===== config.mk =====
export PLATFORM = sky130hd
export DESIGN_NAME = clk_div_ctrl
export DESIGN_NICKNAME = d
export VERILOG_FILES = /design/src/rtl/clk_div_ctrl.sv
export SDC_FILE = /design/constraint.sdc
export NUM_CORES = 1
export LEC_CHECK = 0
export CELL_PAD_IN_SITES_DETAIL_PLACEMENT = 0
export CELL_PAD_IN_SITES_GLOBAL_PLACEMENT = 1
export CORE_ASPECT_RATIO = 0.6
export CORE_MARGIN = 2
export CORE_UTILIZATION = 49
export DETAILED_ROUTE_END_ITERATION = 10
export GPL_TIMING_DRIVEN = 0
export HOLD_SLACK_MARGIN = 0.15
export MAX_ROUTING_LAYER = met4
export PLACE_DENSITY = 0.9
export SYNTH_ARGS = -nofsm -noshare
export SYNTH_HDL_FRONTEND = slang
export SYNTH_SLANG_ARGS = --single-unit

===== constraint.sdc =====
create_clock -name CLK -period 15.15 [get_ports CLK]
set_input_delay 3.03 -clock CLK [delete_from_list [all_inputs] [get_ports CLK]]
set_output_delay 3.03 -clock CLK [all_outputs]
set_load 0.01 [all_outputs]

===== src/rtl/clk_div_ctrl.sv =====
// Runtime-programmable clock divider. New ratios arrive over a valid/ready
// handshake and take effect only on period boundaries, so every period is whole.
module clk_div_ctrl #(
    parameter int unsigned WIDTH     = 32,
    parameter int unsigned DEFAULT_N = 1000
) (
    input  logic             CLK,
    input  logic             RST,
    input  logic             en,
    input  logic             cfg_valid,
    input  logic [WIDTH-1:0] cfg_n,
    output logic             cfg_ready,
    output logic             cfg_err,
    output logic             div_clk,
    output logic             tick,
    output logic             busy,
    output logic [WIDTH-1:0] cur_n
);

    typedef enum logic [1:0] {IDLE, RUN, PEND, DRAIN} state_t;

    localparam logic [WIDTH-1:0] ONE = WIDTH'(1);
    localparam logic [WIDTH-1:0] TWO = WIDTH'(2);

    state_t           r_state;
    state_t           w_state_next;
    logic [WIDTH-1:0] r_cnt;
    logic [WIDTH-1:0] r_cur_n;
    logic [WIDTH-1:0] r_pend_n;
    logic             r_pend_vld;
    logic             r_div_clk;
    logic             r_tick;
    logic             r_cfg_err;
    logic             r_busy;
    logic             r_cfg_ready;

    logic             w_xfer;
    logic             w_bad;
    logic             w_good;
    logic             w_last;
    logic             w_stop;
    logic [WIDTH-1:0] w_cnt_next;
    logic [WIDTH-1:0] w_cur_n_next;
    logic [WIDTH-1:0] w_pend_n_next;
    logic             w_pend_vld_next;
    logic [WIDTH:0]   w_half;
    logic             w_div_next;
    logic             w_tick_next;

    assign w_xfer = cfg_valid && r_cfg_ready;
    assign w_bad  = w_xfer && (cfg_n < TWO);
    assign w_good = w_xfer && !w_bad;
    assign w_last = (r_state != IDLE) && (r_cnt == r_cur_n - ONE);
    assign w_stop = w_last && !en;

    always_ff @(posedge CLK or posedge RST) begin
        if (RST) r_state <= IDLE;
        else     r_state <= w_state_next;
    end

    // DRAIN counts exactly like RUN/PEND; en alone decides whether the
    // boundary ends the run, so re-raising en mid-drain leaves no gap.
    always_comb begin
        w_state_next = r_state;
        if (r_state == IDLE) begin
            if (en) w_state_next = r_pend_vld ? PEND : RUN;
        end else if (w_stop) begin
            w_state_next = IDLE;
        end else if (!en) begin
            w_state_next = DRAIN;
        end else begin
            w_state_next = w_pend_vld_next ? PEND : RUN;
        end
    end

    always_comb begin
        w_cur_n_next    = r_cur_n;
        w_pend_n_next   = r_pend_n;
        w_pend_vld_next = r_pend_vld;
        w_cnt_next      = '0;
        w_half          = '0;
        w_div_next      = 1'b0;
        w_tick_next     = 1'b0;
        if (r_state == IDLE) begin
            if (w_good) w_cur_n_next = cfg_n;
            w_div_next = en;
        end else begin
            if (w_last && r_pend_vld) begin
                w_cur_n_next    = r_pend_n;
                w_pend_vld_next = 1'b0;
            end
            // A ratio accepted on the stopping boundary has no later boundary
            // to wait for, so it is installed directly.
            if (w_good) begin
                if (w_stop) begin
                    w_cur_n_next = cfg_n;
                end else begin
                    w_pend_n_next   = cfg_n;
                    w_pend_vld_next = 1'b1;
                end
            end
            w_cnt_next  = w_last ? '0 : r_cnt + ONE;
            w_half      = ({1'b0, w_cur_n_next} + {{WIDTH{1'b0}}, 1'b1}) >> 1;
            w_div_next  = !w_stop && ({1'b0, w_cnt_next} < w_half);
            w_tick_next = !w_stop && (w_cnt_next == w_cur_n_next - ONE);
        end
    end

    always_ff @(posedge CLK or posedge RST) begin
        if (RST) begin
            r_cnt       <= '0;
            r_cur_n     <= WIDTH'(DEFAULT_N);
            r_pend_n    <= '0;
            r_pend_vld  <= 1'b0;
            r_div_clk   <= 1'b0;
            r_tick      <= 1'b0;
            r_cfg_err   <= 1'b0;
            r_busy      <= 1'b0;
            r_cfg_ready <= 1'b1;
        end else begin
            r_cnt       <= w_cnt_next;
            r_cur_n     <= w_cur_n_next;
            r_pend_n    <= w_pend_n_next;
            r_pend_vld  <= w_pend_vld_next;
            r_div_clk   <= w_div_next;
            r_tick      <= w_tick_next;
            r_cfg_err   <= w_bad;
            r_busy      <= (w_state_next != IDLE);
            r_cfg_ready <= (w_state_next == IDLE) || (w_state_next == RUN);
        end
    end

    assign cfg_ready = r_cfg_ready;
    assign cfg_err   = r_cfg_err;
    assign div_clk   = r_div_clk;
    assign tick      = r_tick;
    assign busy      = r_busy;
    assign cur_n     = r_cur_n;

endmodule


==> impl_metrics.ini, run 1 <==
[drt]
drc = 0
via_per_inst = 6.41
wl_per_cell_um = 22.5
vias = 9402
wirelength_um = 32900
drt_iter0_drc = 1028
ant_nets = 0
firstDrtPassIters = 5

[setup_path]
critPathMostFrequentCell = a21oi_1
cpPeakStageDelay_ps = 660
regToRegEndpoint = div_clk
slowest_stage = nor4_1
worstSetupPathType = input pin to flop
crit_path_max_fanout = 10
cp-startpoint = cfg_n[2]
r2r_slack_ps = 6640
r2r_cells = 32
r2r-start = cur_n[0]
critPathLaunchType = input pin
end_kind = flop
arrival_ps = 11230
worstPathRequired_ps = 15430

[yosys]
yosysTopAreaCell = dfrtp_1
seq_area_frac_synth_pct = 27.7
syn_nets = 1203
synth_ff_type = dfrtp_1
synthTopCellsByArea = dfrtp_1 (26%), xnor2_1 (5.9%), xor2_1 (5.6%)
synth_cells = 1132
synth_area_per_cell_sq_um = 8.33
synth_cell_types = 87
ys_ff_latch = 104
syn-cell-area_sq_um = 9430
ys_async_sr_fraction_pct = 100
synth.top_cell.area_share_pct = 25.7
synth-edff-count = 0
yosys_warnings = 0

[cells_and_area]
num-fill-cells = 1791
final_area_sq_um = 10800
fin_cells = 1466
layout.nets = 1286
final_util_pct = 56.9
layout_commonest_cell = nor2_1
layout_common_cells = nor2_1 (118), dfrtp_1 (97), nand2_1 (88)
diodes = 0
syn2layout_area_growth_pct = 14.3
drive_gt1_share_pct = 10.2

[clock_network]
cts_buffers = 9
cts_resized = 0
cts-root-buf = clkbuf_16
cts_tree = done
cts_setup_buffers = 0
clockBufferDepth = 2
clkTransAtPathRegs_ps = 80
cts_num_sinks = 104
cts.hold.buffers_added = 0
clk_latency_ps = 370
cts_htree_levels = 3

[placed_design]
port_buffers = 71
hpwl_um = 26200
gp_congestion = 0.984
dpl_cell_area_sq_um = 10500
dp_cells = 1450

[worst_hold_path]
worstHoldStart = r_pend_n[9]
hold_end = r_pend_n[9]
hold_path_class = flop to flop
whs_path_depth = 1

[floorplan]
dieArea_sq_um = 20400
design.core.area_sq_um = 18900
die_y_um = 111
initial_core_util_pct = 49.8
rows = 39
die_width_um = 183
pin_count = 73

[pwr]
total_leakage_power_nw = 4.33
max-vdd-ir-drop_v = 0.0000893
p_per_area_nw_per_um2 = 121

[timing]
hold_viol = 0
rsz0062_at_grt = false
fin_worst_skew_ps = 10.2
finalMaxSlewViolations = 0
setup_tns_ps = 0
fmax_mhz = 91.3
tightest_slew_ps = 1120
period_share_pct = 72.3
setup_violations = 0
final.min_clock_period_ps = 10950
maxSlewHeadroom_pct = 24.9

[global_route]
grt_pass1_wl_um = 50500
grt_remaining_overflow = 0
grt_pass1_vias = 8474
grt_usage_pct = 33.2
antenna_found_initial = 0
grt_max_degree = 71

[run]
drv_cap = 0

[run_status]
outcome = complete, no violations
==> final cells by class <==
type / count / area (sq um) / share of cell area, %
Tap cell: 246 / 308 / 2.86
Sequential cell: 104 / 2610 / 24.2
Multi-Input combinational cell: 917 / 6330 / 58.7
Timing Repair Buffer: 72 / 738 / 6.85
Clock buffer: 11 / 253 / 2.35
Inverter: 37 / 141 / 1.31
Buffer: 74 / 349 / 3.24
Clock inverter: 5 / 43.8 / 0.407
==> worst max path at each step <==
stage	endpoint	cells past startpoint
global placement	div_clk	31
detailed placement	div_clk	31
CTS	div_clk	31
floorplan	div_clk	30
finish	div_clk	31
global route	div_clk	31
==> logic make-up after synthesis <==
group	after synthesis	synth area share [%]
flops	104	27.7
compound gates	246	19.3
buf+inv	111	5.18
xor+xnor	123	11.4
fa+ha+maj	35	4.65
simple gates	474	27.1
mux	39	4.59
==> Yosys cell counts (all sizes together) (30+ instances only) <==
library cell and count:
nor2 119, dfrtp 97, nand2 88, xnor2 63, nor3 60, xor2 60
clkbuf 51, a21oi 47, o22ai 42, inv 37, ha 35, mux2 34
nand3 32, nand4 30, nor4 30
==> registers in the layout (all words and copies together) (netlist names) <==
register / count
r_pend_vld: 1
div_clk: 1
cur_n: 32
cfg_ready: 1
r_state: 2
busy: 1
r_cnt: 32
r_pend_n: 32
tick: 1
cfg_err: 1
==> metal layers <==
metal,wire length [um],vias up,part of all wire (%),track usage (%)
met5,0,-,0,-
met2,13300,421,41,45.0
met1,15900,4616,48,50.5
li1,-,4330,-,-
met4,351,0,1.1,4.85
met3,3300,35,10,7.79
==> worst max-delay path, delay by kind of cell <==
| family | cells | cell delay (ps) |
|---|---|---|
| adders and majority gates | 1 | 260 |
| xor gates and xnor gates | 1 | 180 |
| AOI/OAI and AO/OA | 13 | 2610 |
| buffers and inverters | 5 | 2250 |
| and+or+nand+nor | 11 | 2890 |
==> report_power, final <==
part	switching, mW	internal, mW
sequential	0.0724	0.339
combinational	0.370	0.284
clock	0.120	0.123
total	0.562	0.746
==> through the flow <==
step           setup WS (ps)  hold slack (ps)  power (mW)
5_1_grt                 3710              531        1.38
2_1_floorplan           7110              472       0.844
3_3_place_gp            4190              487        1.05
3_5_place_dp            4170              493        1.05
6_report                4200              508        1.31
4_1_cts                 4510              509        1.30
Power figures use the tool's default switching activity.
==> run 2, diff against run 1 <==
Settings changed: CORE_UTILIZATION 49 to 41, PLACE_DENSITY 0.9 to 0.81.
Clock period 15.15 ns to 8.98 ns, I/O delays scaled along.
==> impl_metrics.ini, run 2 (synthesized netlist as in run 1, its figures left out) <==
[run_status]
outcome = complete, no violations

[clock_network]
clockBufferDepth = 2
cts-root-buf = clkbuf_16
clkTransAtPathRegs_ps = 80
cts_tree = done
cts_htree_levels = 3
cts_buffers = 9
cts_setup_buffers = 0
clk_latency_ps = 380
cts_num_sinks = 104
cts.hold.buffers_added = 0

[floorplan]
initial_core_util_pct = 42.3
pin_count = 73
die_y_um = 121
rows = 42
die_width_um = 200
design.core.area_sq_um = 22300
dieArea_sq_um = 24300

[global_route]
grt_remaining_overflow = 0
grt_pass1_wl_um = 53000
grt_max_degree = 61
antenna_found_initial = 1
grt_pass1_vias = 8703
grt_usage_pct = 30.1

[placed_design]
gp_congestion = 0.986
port_buffers = 71
hpwl_um = 27500
dp_cells = 1512

[cells_and_area]
drive_gt1_share_pct = 10.9
layout_commonest_cell = nor2_1
syn2layout_area_growth_pct = 15.5
fin_cells = 1527
diodes = 0
layout.nets = 1285
num-fill-cells = 2177
layout_common_cells = nor2_1 (118), dfrtp_1 (97), nand2_1 (88)

[drt]
wl_per_cell_um = 22.4
firstDrtPassIters = 5
via_per_inst = 6.06
drc = 0
vias = 9259
drt_iter0_drc = 871
wirelength_um = 34300
ant_nets = 0

[timing]
fin_worst_skew_ps = 8.88
final.min_clock_period_ps = 8420
rsz0062_at_grt = false
setup_tns_ps = 0
fmax_mhz = 119
tightest_slew_ps = 1060
finalMaxSlewViolations = 0
maxSlewHeadroom_pct = 28.9
period_share_pct = 93.8
hold_viol = 0
hold_slack_ps = 511
setup_violations = 0

[setup_path]
slowest_stage = nor4_1
cpPeakStageDelay_ps = 570
worstPathRequired_ps = 9280
critPathLaunchType = input pin
end_kind = flop
arrival_ps = 8720
worstSetupPathType = input pin to flop
crit_path_max_fanout = 10

[pwr]
max-vdd-ir-drop_v = 0.000141
p_per_area_nw_per_um2 = 204
total_leakage_power_nw = 4.34
p_total_mw = 2.22

[run]
drv_cap = 0

[worst_hold_path]
hold_path_class = flop to flop
run 2: cell types whose count changed in the layout (fill, tap and decap cells not counted), moves of 2 or more:
cell      previous run  this run
a21oi_1             47        45
clkbuf_1            50        46
clkbuf_2             1         4
clkinv_4             2         0
run 2: per-layer routing:
metal	global-route usage, %	part of all wire (%)	vias up
met5	-	0	-
met4	7.22	1.6	0
met3	9.28	9.6	42
met2	38.6	39	378
met1	44.8	50	4505
li1	-	-	4334
run 2: final cells by class:
| class | count | area, sq um | share of cell area, % |
|---|---|---|---|
| multi-input combinational | 917 | 6360 | 58.5 |
| sequential | 104 | 2610 | 24.0 |
| timing repair buffer | 72 | 738 | 6.78 |
| tap | 308 | 385 | 3.54 |
| buffer | 73 | 350 | 3.22 |
| clock buffer | 11 | 253 | 2.32 |
| inverter | 37 | 141 | 1.30 |
| clock inverter | 5 | 42.5 | 0.391 |
run 2: per-stage QoR:
stage | area (sq um) | worst slack (ps) | util, %
after global routing | 10900 | 38.8 | 48.9
final | 10900 | 558 | 48.9
after CTS | 10900 | 105 | 48.7
after floorplan | 9430 | 2170 | -
after detailed placement | 10600 | -865 | 47.4
after global placement | 10500 | -852 | 47.2
run 2: worst max-delay path: cells and delay by family:
| kind | cells | cell delay (ps) |
|---|---|---|
| AND/OR/NAND/NOR | 11 | 2760 |
| AO/OA/AOI/OAI | 13 | 2230 |
| buffers and inverters | 4 | 1490 |
| adder cells (fa/ha/maj) | 1 | 260 |
| XOR/XNOR | 1 | 180 |
run 2: where the power goes:
| part | total (mW) | switching (mW) | internal (mW) |
|---|---|---|---|
| combinational | 1.11 | 0.636 | 0.479 |
| clock | 0.414 | 0.206 | 0.208 |
| sequential | 0.695 | 0.122 | 0.572 |
run 2: final timing paths:
path	start	end	slack, ps	depth (start not counted)
max in group asynchronous	RST	cur_n[3]	6330	3
min in group asynchronous	RST	r_pend_n[28]	1850	2
min reg2reg	r_pend_n[18]	r_pend_n[18]	510	1
max reg2reg	cur_n[0]	div_clk	620	32
max	cfg_n[3]	div_clk	560	30
min	r_pend_n[18]	r_pend_n[18]	510	1
run 2: timing repair:
item,4_1_cts,5_1_grt
endpoints found under the setup margin,1,1
hold endpoints to repair,0,0
resized for setup,3,10
cloned,0,0
